===== src/rtl/hd_xcvr_ctrl_if.sv =====
// Per-channel signal bundle between the UART side, the half-duplex transceiver
// pins and the direction controller. Names follow the controller's point of view.
interface hd_xcvr_ctrl_if #(
  parameter int NumChannels = 2
);
  logic [NumChannels-1:0] mode_auto_i;
  logic [NumChannels-1:0] tx_enable_i;
  logic [NumChannels-1:0] rx_enable_i;
  logic [NumChannels-1:0] tx_i;
  logic [NumChannels-1:0] rx_o;
  logic [NumChannels-1:0] di_o;
  logic [NumChannels-1:0] de_o;
  logic [NumChannels-1:0] ren_o;
  logic [NumChannels-1:0] ro_i;
  logic [NumChannels-1:0] busy_o;

  modport slave (
    input  mode_auto_i, tx_enable_i, rx_enable_i, tx_i, ro_i,
    output rx_o, di_o, de_o, ren_o, busy_o
  );

  modport master (
    output mode_auto_i, tx_enable_i, rx_enable_i, tx_i, ro_i,
    input  rx_o, di_o, de_o, ren_o, busy_o
  );
endinterface


===== src/rtl/hd_xcvr_ctrl.sv =====
// Multi-channel half-duplex transceiver direction controller: per-channel FSM that
// sequences receiver/driver enables with break-before-make turnaround and auto-direction.
module hd_xcvr_ctrl #(
  parameter int NumChannels    = 2,
  parameter int SwitchCycles   = 5,
  parameter int EndCycles      = 5,
  parameter int AutoIdleCycles = 12
) (
  input logic           clk_i,
  input logic           rst_i,
  hd_xcvr_ctrl_if.slave bus
);

  localparam int MaxCycles = (SwitchCycles > EndCycles) ? SwitchCycles : EndCycles;
  localparam int CntW      = $clog2(MaxCycles + 1);
  localparam int IdleW     = $clog2(AutoIdleCycles + 1);

  localparam logic [CntW-1:0]  SwitchLoad = CntW'(SwitchCycles - 1);
  localparam logic [CntW-1:0]  EndLoad    = CntW'(EndCycles - 1);
  localparam logic [IdleW-1:0] IdleMax    = IdleW'(AutoIdleCycles);

  typedef enum logic [2:0] {
    S_OFF,
    S_RX,
    S_TX_SETUP,
    S_TX,
    S_TX_HOLD,
    S_RX_SETUP
  } state_e;

  logic [NumChannels-1:0] rx_v;
  logic [NumChannels-1:0] di_v;
  logic [NumChannels-1:0] de_v;
  logic [NumChannels-1:0] ren_v;
  logic [NumChannels-1:0] busy_v;

  generate
    for (genvar gi = 0; gi < NumChannels; gi++) begin : g_ch
      state_e                  st_q, st_d;
      logic [CntW-1:0]         cnt_q, cnt_d;
      logic [IdleW-1:0]        idle_q, idle_d;
      logic [SwitchCycles-1:0] dl_q, dl_d;
      logic                    m_q;
      logic                    de_q, ren_q, busy_q;
      logic                    mode_in, tx_en, rx_en, tx_in, ro_in;
      logic                    txd, treq;

      assign mode_in = bus.mode_auto_i[gi];
      assign tx_en   = bus.tx_enable_i[gi];
      assign rx_en   = bus.rx_enable_i[gi];
      assign tx_in   = bus.tx_i[gi];
      assign ro_in   = bus.ro_i[gi];
      assign txd     = dl_q[SwitchCycles-1];

      // Auto mode: a start bit opens a transmission; once driving, only a long
      // enough idle run on the delayed data (as it leaves the pins) closes it.
      always_comb begin
        treq = tx_en;
        if (m_q) begin
          if (st_q inside {S_TX_SETUP, S_TX, S_TX_HOLD}) begin
            treq = (idle_q < IdleMax);
          end else begin
            treq = !tx_in;
          end
        end
      end

      always_comb begin
        st_d  = st_q;
        cnt_d = cnt_q;
        unique case (st_q)
          S_OFF: begin
            if (treq) begin
              st_d  = S_TX_SETUP;
              cnt_d = SwitchLoad;
            end else if (rx_en) begin
              st_d = S_RX;
            end
          end
          S_RX: begin
            if (treq) begin
              st_d  = S_TX_SETUP;
              cnt_d = SwitchLoad;
            end else if (!rx_en) begin
              st_d = S_OFF;
            end
          end
          S_TX_SETUP: begin
            if (cnt_q == '0) begin
              st_d = S_TX;
            end else begin
              cnt_d = cnt_q - 1'b1;
            end
          end
          S_TX: begin
            if (!treq) begin
              st_d  = S_TX_HOLD;
              cnt_d = EndLoad;
            end
          end
          S_TX_HOLD: begin
            if (treq) begin
              st_d = S_TX;
            end else if (cnt_q == '0) begin
              st_d  = S_RX_SETUP;
              cnt_d = SwitchLoad;
            end else begin
              cnt_d = cnt_q - 1'b1;
            end
          end
          S_RX_SETUP: begin
            if (treq) begin
              st_d  = S_TX_SETUP;
              cnt_d = SwitchLoad;
            end else if (cnt_q == '0) begin
              st_d = rx_en ? S_RX : S_OFF;
            end else begin
              cnt_d = cnt_q - 1'b1;
            end
          end
          default: begin
            st_d  = S_OFF;
            cnt_d = '0;
          end
        endcase
      end

      always_comb begin
        idle_d = idle_q;
        if (st_d == S_TX_SETUP && st_q != S_TX_SETUP) begin
          idle_d = '0;
        end else if (!txd) begin
          idle_d = '0;
        end else if (idle_q < IdleMax) begin
          idle_d = idle_q + 1'b1;
        end
      end

      always_comb begin
        dl_d    = dl_q;
        dl_d[0] = tx_in;
        for (int k = 1; k < SwitchCycles; k++) begin
          dl_d[k] = dl_q[k-1];
        end
      end

      // Outputs are registered from the next state so they change together with st_q.
      always_ff @(posedge clk_i) begin
        if (rst_i) begin
          st_q   <= S_OFF;
          cnt_q  <= '0;
          idle_q <= '0;
          dl_q   <= '1;
          m_q    <= 1'b0;
          de_q   <= 1'b0;
          ren_q  <= 1'b1;
          busy_q <= 1'b0;
        end else begin
          st_q   <= st_d;
          cnt_q  <= cnt_d;
          idle_q <= idle_d;
          dl_q   <= dl_d;
          if (st_q inside {S_OFF, S_RX}) begin
            m_q <= mode_in;
          end
          de_q   <= (st_d inside {S_TX, S_TX_HOLD});
          ren_q  <= (st_d != S_RX);
          busy_q <= !(st_d inside {S_OFF, S_RX});
        end
      end

      assign de_v[gi]   = de_q;
      assign ren_v[gi]  = ren_q;
      assign busy_v[gi] = busy_q;
      assign di_v[gi]   = de_q ? (m_q ? txd : tx_in) : 1'b1;
      assign rx_v[gi]   = ren_q ? 1'b1 : ro_in;
    end
  endgenerate

  assign bus.de_o   = de_v;
  assign bus.ren_o  = ren_v;
  assign bus.busy_o = busy_v;
  assign bus.di_o   = di_v;
  assign bus.rx_o   = rx_v;

endmodule


===== src/flat_wrapper.sv =====
// flat-port wrapper written by rule: the top's interface ports become plain ports
module hd_xcvr_ctrl_flat 
#(
  parameter int NumChannels    = 2,
  parameter int SwitchCycles   = 5,
  parameter int EndCycles      = 5,
  parameter int AutoIdleCycles = 12
)
  (clk_i, rst_i, bus_mode_auto_i, bus_tx_enable_i, bus_rx_enable_i, bus_tx_i, bus_ro_i, bus_rx_o, bus_di_o, bus_de_o, bus_ren_o, bus_busy_o);
  hd_xcvr_ctrl_if #(.NumChannels(NumChannels)) bus_i ();
  input logic clk_i;
  input logic rst_i;
  input wire logic [$bits(bus_i.mode_auto_i)-1:0] bus_mode_auto_i;
  input wire logic [$bits(bus_i.tx_enable_i)-1:0] bus_tx_enable_i;
  input wire logic [$bits(bus_i.rx_enable_i)-1:0] bus_rx_enable_i;
  input wire logic [$bits(bus_i.tx_i)-1:0] bus_tx_i;
  input wire logic [$bits(bus_i.ro_i)-1:0] bus_ro_i;
  output wire logic [$bits(bus_i.rx_o)-1:0] bus_rx_o;
  output wire logic [$bits(bus_i.di_o)-1:0] bus_di_o;
  output wire logic [$bits(bus_i.de_o)-1:0] bus_de_o;
  output wire logic [$bits(bus_i.ren_o)-1:0] bus_ren_o;
  output wire logic [$bits(bus_i.busy_o)-1:0] bus_busy_o;
  assign bus_i.mode_auto_i = bus_mode_auto_i;
  assign bus_i.tx_enable_i = bus_tx_enable_i;
  assign bus_i.rx_enable_i = bus_rx_enable_i;
  assign bus_i.tx_i = bus_tx_i;
  assign bus_i.ro_i = bus_ro_i;
  assign bus_rx_o = bus_i.rx_o;
  assign bus_di_o = bus_i.di_o;
  assign bus_de_o = bus_i.de_o;
  assign bus_ren_o = bus_i.ren_o;
  assign bus_busy_o = bus_i.busy_o;
  hd_xcvr_ctrl #(.NumChannels(NumChannels), .SwitchCycles(SwitchCycles), .EndCycles(EndCycles), .AutoIdleCycles(AutoIdleCycles)) u_core (.clk_i(clk_i), .rst_i(rst_i), .bus(bus_i));
endmodule

===== config.mk =====
export PLATFORM = sky130hd
export DESIGN_NAME = hd_xcvr_ctrl_flat
export DESIGN_NICKNAME = d
export VERILOG_FILES = /design/src/rtl/hd_xcvr_ctrl_if.sv /design/src/rtl/hd_xcvr_ctrl.sv /design/src/flat_wrapper.sv
export SDC_FILE = /design/constraint.sdc
export NUM_CORES = 1
export LEC_CHECK = 0
export CORE_ASPECT_RATIO = 1.1
export CORE_MARGIN = 4
export CORE_UTILIZATION = 45
export DETAILED_ROUTE_END_ITERATION = 6
export PLACE_DENSITY = 0.67
export SYNTH_ARGS = -nofsm -noshare
export SYNTH_HDL_FRONTEND = slang
export SYNTH_SLANG_ARGS = --single-unit

===== constraint.sdc =====
create_clock -name clk_i -period 1.8 [get_ports clk_i]
set_input_delay 0.36 -clock clk_i [delete_from_list [all_inputs] [get_ports clk_i]]
set_output_delay 0.36 -clock clk_i [all_outputs]
set_load 0.02 [all_outputs]

==> results of run 1 <==
## Yosys cell counts (2+ instances only)
| library cell | instances |
|---|---|
| nor3_1 | 11 |
| ha_1 | 9 |
| o22ai_1 | 3 |
| nand2_1 | 28 |
| or2_2 | 13 |
| o211ai_1 | 2 |
| a221oi_1 | 3 |
| o311ai_0 | 2 |
| a21o_1 | 3 |
| buf_6 | 3 |
| xnor2_1 | 2 |
| a21oi_1 | 24 |
| a31oi_1 | 6 |
| nand3_1 | 7 |
| nor2b_1 | 10 |
| o21ai_0 | 11 |
| inv_1 | 14 |
| o21a_1 | 2 |
| nor2_1 | 26 |
| mux2i_1 | 3 |
| nand2b_1 | 2 |
| buf_4 | 7 |
| o211a_1 | 2 |
| clkbuf_1 | 10 |
| dfxtp_1 | 38 |
## through the flow
| stage | hold slack (ns) | cells | setup slack (ns) | area [sq um] | setup TNS [ns] |
|---|---|---|---|---|---|
| CTS | 0.4164 | 376 | -0.03051 | 2785 | -0.04933 |
| detailed placement | 0.3975 | 362 | -0.3530 | 2587 | -4.111 |
| global route | 0.4289 | 380 | -0.1278 | 2923 | -0.7042 |
| floorplan | 0.3895 | 272 | -0.01669 | 2178 | -0.03288 |
| finish | 0.4137 | 380 | -0.04860 | 2923 | -0.2005 |
| global placement | 0.3931 | 362 | -0.2942 | 2587 | -3.585 |
## state kept, by name (all words and copies together), names as in the netlist
signal / flops
u_core.g_ch.dl_q: 10
u_core.g_ch.idle_q: 8
u_core.g_ch.cnt_q: 6
u_core.g_ch.st_q: 6
u_core.g_ch.busy_q: 2
u_core.g_ch.de_q: 2
u_core.g_ch.m_q: 2
u_core.g_ch.ren_q: 2
## worst max-delay path: cells and delay by family (launching register included)
| kind | cells | cell delay (ns) |
|---|---|---|
| flip-flops | 1 | 0.32 |
| buffers and inverters | 1 | 0.13 |
| AND/OR/NAND/NOR | 2 | 0.66 |
| AO/OA/AOI/OAI | 4 | 0.63 |
## worst paths after layout
path,startpoint,cells past startpoint,end
min,u_core.g_ch[1].dl_q[2]$_SDFF_PP1_,1,u_core.g_ch[1].dl_q[3]$_SDFF_PP1_
min reg2reg,u_core.g_ch[1].dl_q[2]$_SDFF_PP1_,1,u_core.g_ch[1].dl_q[3]$_SDFF_PP1_
max,u_core.g_ch[0].st_q[1]$_SDFF_PP0_,7,u_core.g_ch[0].st_q[0]$_SDFF_PP0_
max reg2reg,u_core.g_ch[0].st_q[1]$_SDFF_PP0_,7,u_core.g_ch[0].st_q[0]$_SDFF_PP0_
## routing by layer
layer | vias to the layer above | GRT usage | wire (um)
met4 | 0 | 0.1068 | 197
met1 | 997 | 0.2229 | 2312
met2 | 72 | 0.3245 | 2678
li1 | 1060 | - | -
met5 | - | 0 | 0
met3 | 21 | 0.03094 | 266
## timing repair
action / CTS / global route
hold buffers: 0 / 0
endpoints found under the setup margin: 18 / 13
setup buffers: 4 / 4
cloned: 2 / 0
pin swaps: 6 / 11
resized for setup: 17 / 25
## final cells by class
cell class,count,share of cell area
Timing Repair Buffer,64,0.1871
Sequential cell,38,0.2637
Clock inverter,2,0.004281
Multi-Input combinational cell,200,0.4747
Tap cell,56,0.02397
Clock buffer,6,0.02825
Inverter,14,0.01798
## cell families (layout without fill, tap and decap cells)
group / after synthesis / in the layout / synth area share
flip-flops: 38 / 38 / 0.3502
AO/OA/AOI/OAI: 76 / 78 / 0.2414
adder cells (fa/ha/maj): 11 / 11 / 0.06164
multiplexers: 3 / 3 / 0.01383
buffers and inverters: 36 / 86 / 0.08525
XOR/XNOR: 2 / 2 / 0.008066
AND/OR/NAND/NOR: 106 / 106 / 0.2396
## where the power goes
group / switching, W / internal (W) / total, W
combinational: 0.000471 / 0.000419 / 0.000890
sequential: 0.0000539 / 0.000910 / 0.000964
clock: 0.000308 / 0.000308 / 0.000616
total: 0.000833 / 0.00164 / 0.00247
==> run summary, run 1 <==
Drt total wl: 5454 um
WP data required: 1.99 ns
Num ports: 22
Post-synth cell types: 56
Hold crit path type: reg2reg
Full die area: 0.006003 sq mm
DPL Wire Length: 3581 um
DRT antenna net count: 0
Syn Nets: 293
Synthesized area: 0.002172 sq mm
Skew final: 0.008161 ns
Synthesized netlist cell count: 272
Main area contributors after synthesis: dfxtp_1 35%, a21oi_1 5.5%, ha_1 5.2%
Total CTS buffers: 5
Residual DRC: 0
Seq. cell area: 770.7 sq um
Tot Pwr: 0.002471 W
IO Port Bufs: 21
H-Tree Depth: 2
Cell taking the most area after synthesis: dfxtp_1
Core area: 0.004652 sq mm
Worst path slowest cell: or3b_4
Ys Warns: 0
Commonest non-fill, non-tap cell in the layout: buf_4
Worst-path clk slew: 0.08 ns
Fillers: 408
CP endpoint kind: flip-flop
Critical Path Start Type: flip-flop
Failing checks: negative setup slack
Most frequent cells in the layout: 38 x buf_4, 30 x dfxtp_1, 28 x nand2_1
Async S/R FF share, synth: 0
Reg2Reg Setup Slack: -0.05 ns
Largest net degree at the start of global routing: 20
CTS Buffer Depth: 2
Count of final hold-check violations: 0
1st-pass router iterations: 4
Chip width: 74.24 um
Layout cell share with drive strength beyond 1: 0.3056
Slew headroom: 0.6726
CTS sink count: 38
Sequential area share after synthesis: 0.3502
CTS tree: yes
Crit-path cells: or3b_4 > a21o_4 > a31oi_4 > nor3b_4 > o21ai_2 > buf_4 > o41ai_2
RSZ-0062 raised after global routing: yes
#FFs+latches synth: 38
Maximum VDD drop: 525.8 uV
Final WS setup: -0.04860 ns
Final Core Density: 0.6283
Skew-Pair Late Insertion Delay: 0.29 ns
Final setup fails: 7
Gr usage total: 0.1898
Number of antenna diodes: 0
Wirelength per Cell: 14.35 um
Number of vias per cell: 5.658
Critical Setup Path Class: reg2reg
P&R area growth vs syn: 34.56%
Dominant synthesized flop cell: dfxtp_1
Root Driver: clkbuf_8
Outcome: finished with violations
Max-slew violations: 0
CP peak stage delay: 0.40 ns
Min Tclk post-route: 1.849 ns
First-pass GRT wire length: 8963 um
P_leak: 1.152 nW
Post-layout net count: 344
Number of global-route vias before repair: 2067
Initial antenna violation count: 0
Area of the multi-input gates: 0.001388 sq mm
Final period utilization: 1.027
CP arrival: 2.03 ns
Die Ht: 80.87 um
Via count: 2150
Max Cap Viol: 0
Std cell rows: 26
Critical path peak fanout: 5
Avg Cell Area, Syn: 7.986 sq um
GPL Wtd Cong: 0.8772
GRT overflow: 0
Worst slew pin tran: 0.4900 ns
Post-synth EDFFs: 0
Iter 0 DRT Violations: 157
Synth top area share: 0.3502
Initial Util: 0.4669
Fmax: 541.0 MHz
Pwr/cell area: 845.3 mW/mm^2
Power figures use the tool's default switching activity.
==> run 2, diff against run 1 <==
SKIP_LAST_GASP = 1   (was not set)
==> run summary, run 2 (synthesized netlist as in run 1, its figures left out) <==
Metal-1 WL: 2312 um (unchanged)
P_leak: 1.152 nW (about the same)
Drt total wl: 5447 um (-0.13%)
Die Ht: 80.87 um (unchanged)
Skew final: 0.008266 ns (+0.0001046 ns)
Commonest non-fill, non-tap cell in the layout: buf_4
Power share of the clock group: 0.251 (about the same)
Iter 0 DRT Violations: 188 (+20%)
Internal power: 0.001632 W (-0.33%)
Max Cap Viol: 0 (unchanged)
Max reg flops: 10 (unchanged)
Skew-Pair Late Insertion Delay: 0.29 ns (about the same)
Std cell rows: 26 (unchanged)
Most frequent cells in the layout: 38 x buf_4, 30 x dfxtp_1, 28 x nand2_1
Final WS setup: -0.04663 ns (+0.001960 ns)
Core area: 0.004652 sq mm (unchanged)
Outcome: finished with violations
Final period utilization: 1.026 (-0.001089)
1st-pass router iterations: 4 (unchanged)
H-Tree Depth: 2 (unchanged)
CTS sink count: 38 (unchanged)
RSZ-0062 raised after global routing: yes
WP data required: 2.01 ns (+0.02 ns)
Wirelength per Cell: 14.33 um (-0.13%)
Comb pwr share: 0.357 (-0.003)
Fmax: 541.5 MHz (+0.11%)
Initial antenna violation count: 0 (unchanged)
CP arrival: 2.06 ns (+0.03 ns)
Total CTS buffers: 5 (unchanged)
Largest net degree at the start of global routing: 20 (unchanged)
Worst r2r path cells: 7 (unchanged)
Initial Util: 0.4669 (unchanged)
Min Tclk post-route: 1.847 ns (-0.001960 ns)
Placed cell areas: 0.002587 sq mm (unchanged)
GPL Wtd Cong: 0.8772 (unchanged)
GRT overflow: 0 (unchanged)
CP endpoint kind: flip-flop
Failing checks: negative setup slack
DRT antenna net count: 0 (unchanged)
Maximum VDD drop: 525.7 uV (about the same)
Dpl ws: -0.3530 ns (unchanged)
Final setup fails: 6 (-1)
Non-filler cells, final: 380 (unchanged)
Residual DRC: 0 (unchanged)
Hold path cells: 1 (unchanged)
Number of global-route vias before repair: 2067 (unchanged)
Critical Setup Path Class: reg2reg
DPL Wire Length: 3581 um (unchanged)
Post-route cell area: 0.002908 sq mm (-0.51%)
Layout cell share with drive strength beyond 1: 0.2994 (-0.006173)
Worst-path clk slew: 0.08 ns (about the same)
Final setup TNS: -0.1549 ns (+0.04568 ns)
IO Port Bufs: 21 (unchanged)
Worst slew pin tran: 0.4906 ns (+0.0005636 ns)
Gr usage total: 0.1898 (unchanged)
First-pass GRT wire length: 8963 um (unchanged)
P&R area growth vs syn: 33.87%
Area of the multi-input gates: 0.001373 sq mm (-1.1%)
Pwr/cell area: 845.6 mW/mm^2 (about the same)
Full die area: 0.006003 sq mm (unchanged)
Reg2Reg Setup Slack: -0.05 ns (about the same)
DR WL met3: 277 um (+4.1%)
Post-layout net count: 344 (unchanged)
Root Driver: clkbuf_8
Fillers: 411 (+0.74%)
Switch share: 0.3364 (-0.0009306)
Max-slew violations: 0 (unchanged)
Cell count after placement: 362 (unchanged)
Met2 WL: 2665 um (-0.49%)
Hold crit path type: reg2reg
Top layer in use: met4
Count of final hold-check violations: 0 (unchanged)
CTS Buffer Depth: 2 (unchanged)
Number of vias per cell: 5.637 (-0.37%)
WHS: 0.4137 ns (unchanged)
Via count: 2142 (-0.37%)
P_sw: 0.0008271 W (-0.75%)
Seq pwr share: 0.392 (+0.002)
Num ports: 22 (unchanged)
Largest regs: u_core.g_ch.dl_q (10), u_core.g_ch.idle_q (8)
Critical path peak fanout: 5 (unchanged)
Seq. cell area: 770.7 sq um (unchanged)
Hold Buf Count CTS: 0 (unchanged)
CTS tree: yes
Slew headroom: 0.6723 (about the same)
Chip width: 74.24 um (unchanged)
Number of antenna diodes: 0 (unchanged)
Reg with most FFs: u_core.g_ch.dl_q
Critical Path Start Type: flip-flop
run 2: cell counts in the layout (fill, tap and decap cells not counted):
No cell type changed its count.
run 2: what timing repair did:
| action | 4_1_cts | 5_1_grt |
|---|---|---|
| pin swaps | 6 | 11 |
| cloned | 2 | 0 |
| resized for setup | 17 | 23 |
| buffers inserted | 4 | 4 |
| endpoints found under the setup margin | 18 | 13 |
run 2: worst paths after layout:
kind                                      from                                   end
max          u_core.g_ch[1].st_q[0]$_SDFF_PP0_  u_core.g_ch[1].cnt_q[0]$_SDFFE_PP0P_
min          u_core.g_ch[1].dl_q[2]$_SDFF_PP1_     u_core.g_ch[1].dl_q[3]$_SDFF_PP1_
max reg2reg  u_core.g_ch[1].st_q[0]$_SDFF_PP0_  u_core.g_ch[1].cnt_q[0]$_SDFFE_PP0P_
min reg2reg  u_core.g_ch[1].dl_q[2]$_SDFF_PP1_     u_core.g_ch[1].dl_q[3]$_SDFF_PP1_
run 2: through the flow:
| stage | utilization | power [W] |
|---|---|---|
| 6_report | 0.6251 | 0.002459 |
| 5_1_grt | 0.6251 | 0.002614 |
| 4_1_cts | 0.5987 | 0.002397 |
| 3_5_place_dp | 0.5562 | 0.001740 |
| 3_3_place_gp | 0.5562 | 0.001727 |
| 2_1_floorplan | - | 0.001481 |
run 2: cell type report:
class,count,area share
Clock buffer,6,0.02840
Tap cell,56,0.02410
Sequential cell,38,0.2651
Multi-Input combinational cell,200,0.4720
Timing Repair Buffer,64,0.1880
Clock inverter,2,0.004303
Inverter,14,0.01807
run 2: per-layer routing:
| layer | up-vias | global-route usage |
|---|---|---|
| met5 | - | 0 |
| met4 | 0 | 0.1068 |
| met3 | 23 | 0.03094 |
| met2 | 79 | 0.3245 |
| met1 | 980 | 0.2229 |
| li1 | 1060 | - |
run 2: critical path, cell delays in order (launching register included):
cell	delay (ns)
dfxtp_2	0.34
nor3b_4	0.24
nand3b_1	0.18
buf_6	0.13
a31oi_4	0.11
or4_1	0.41
a21o_1	0.20
o22ai_1	0.15
run 2: power by group through the flow:
stage / sequential (W) / combinational (W) / clock [W]
global placement: 0.000971 / 0.000756 / 0
finish: 0.000964 / 0.000879 / 0.000616
detailed placement: 0.000973 / 0.000767 / 0
CTS: 0.000961 / 0.000806 / 0.000630
floorplan: 0.000969 / 0.000512 / 0
global route: 0.000972 / 0.000973 / 0.000669
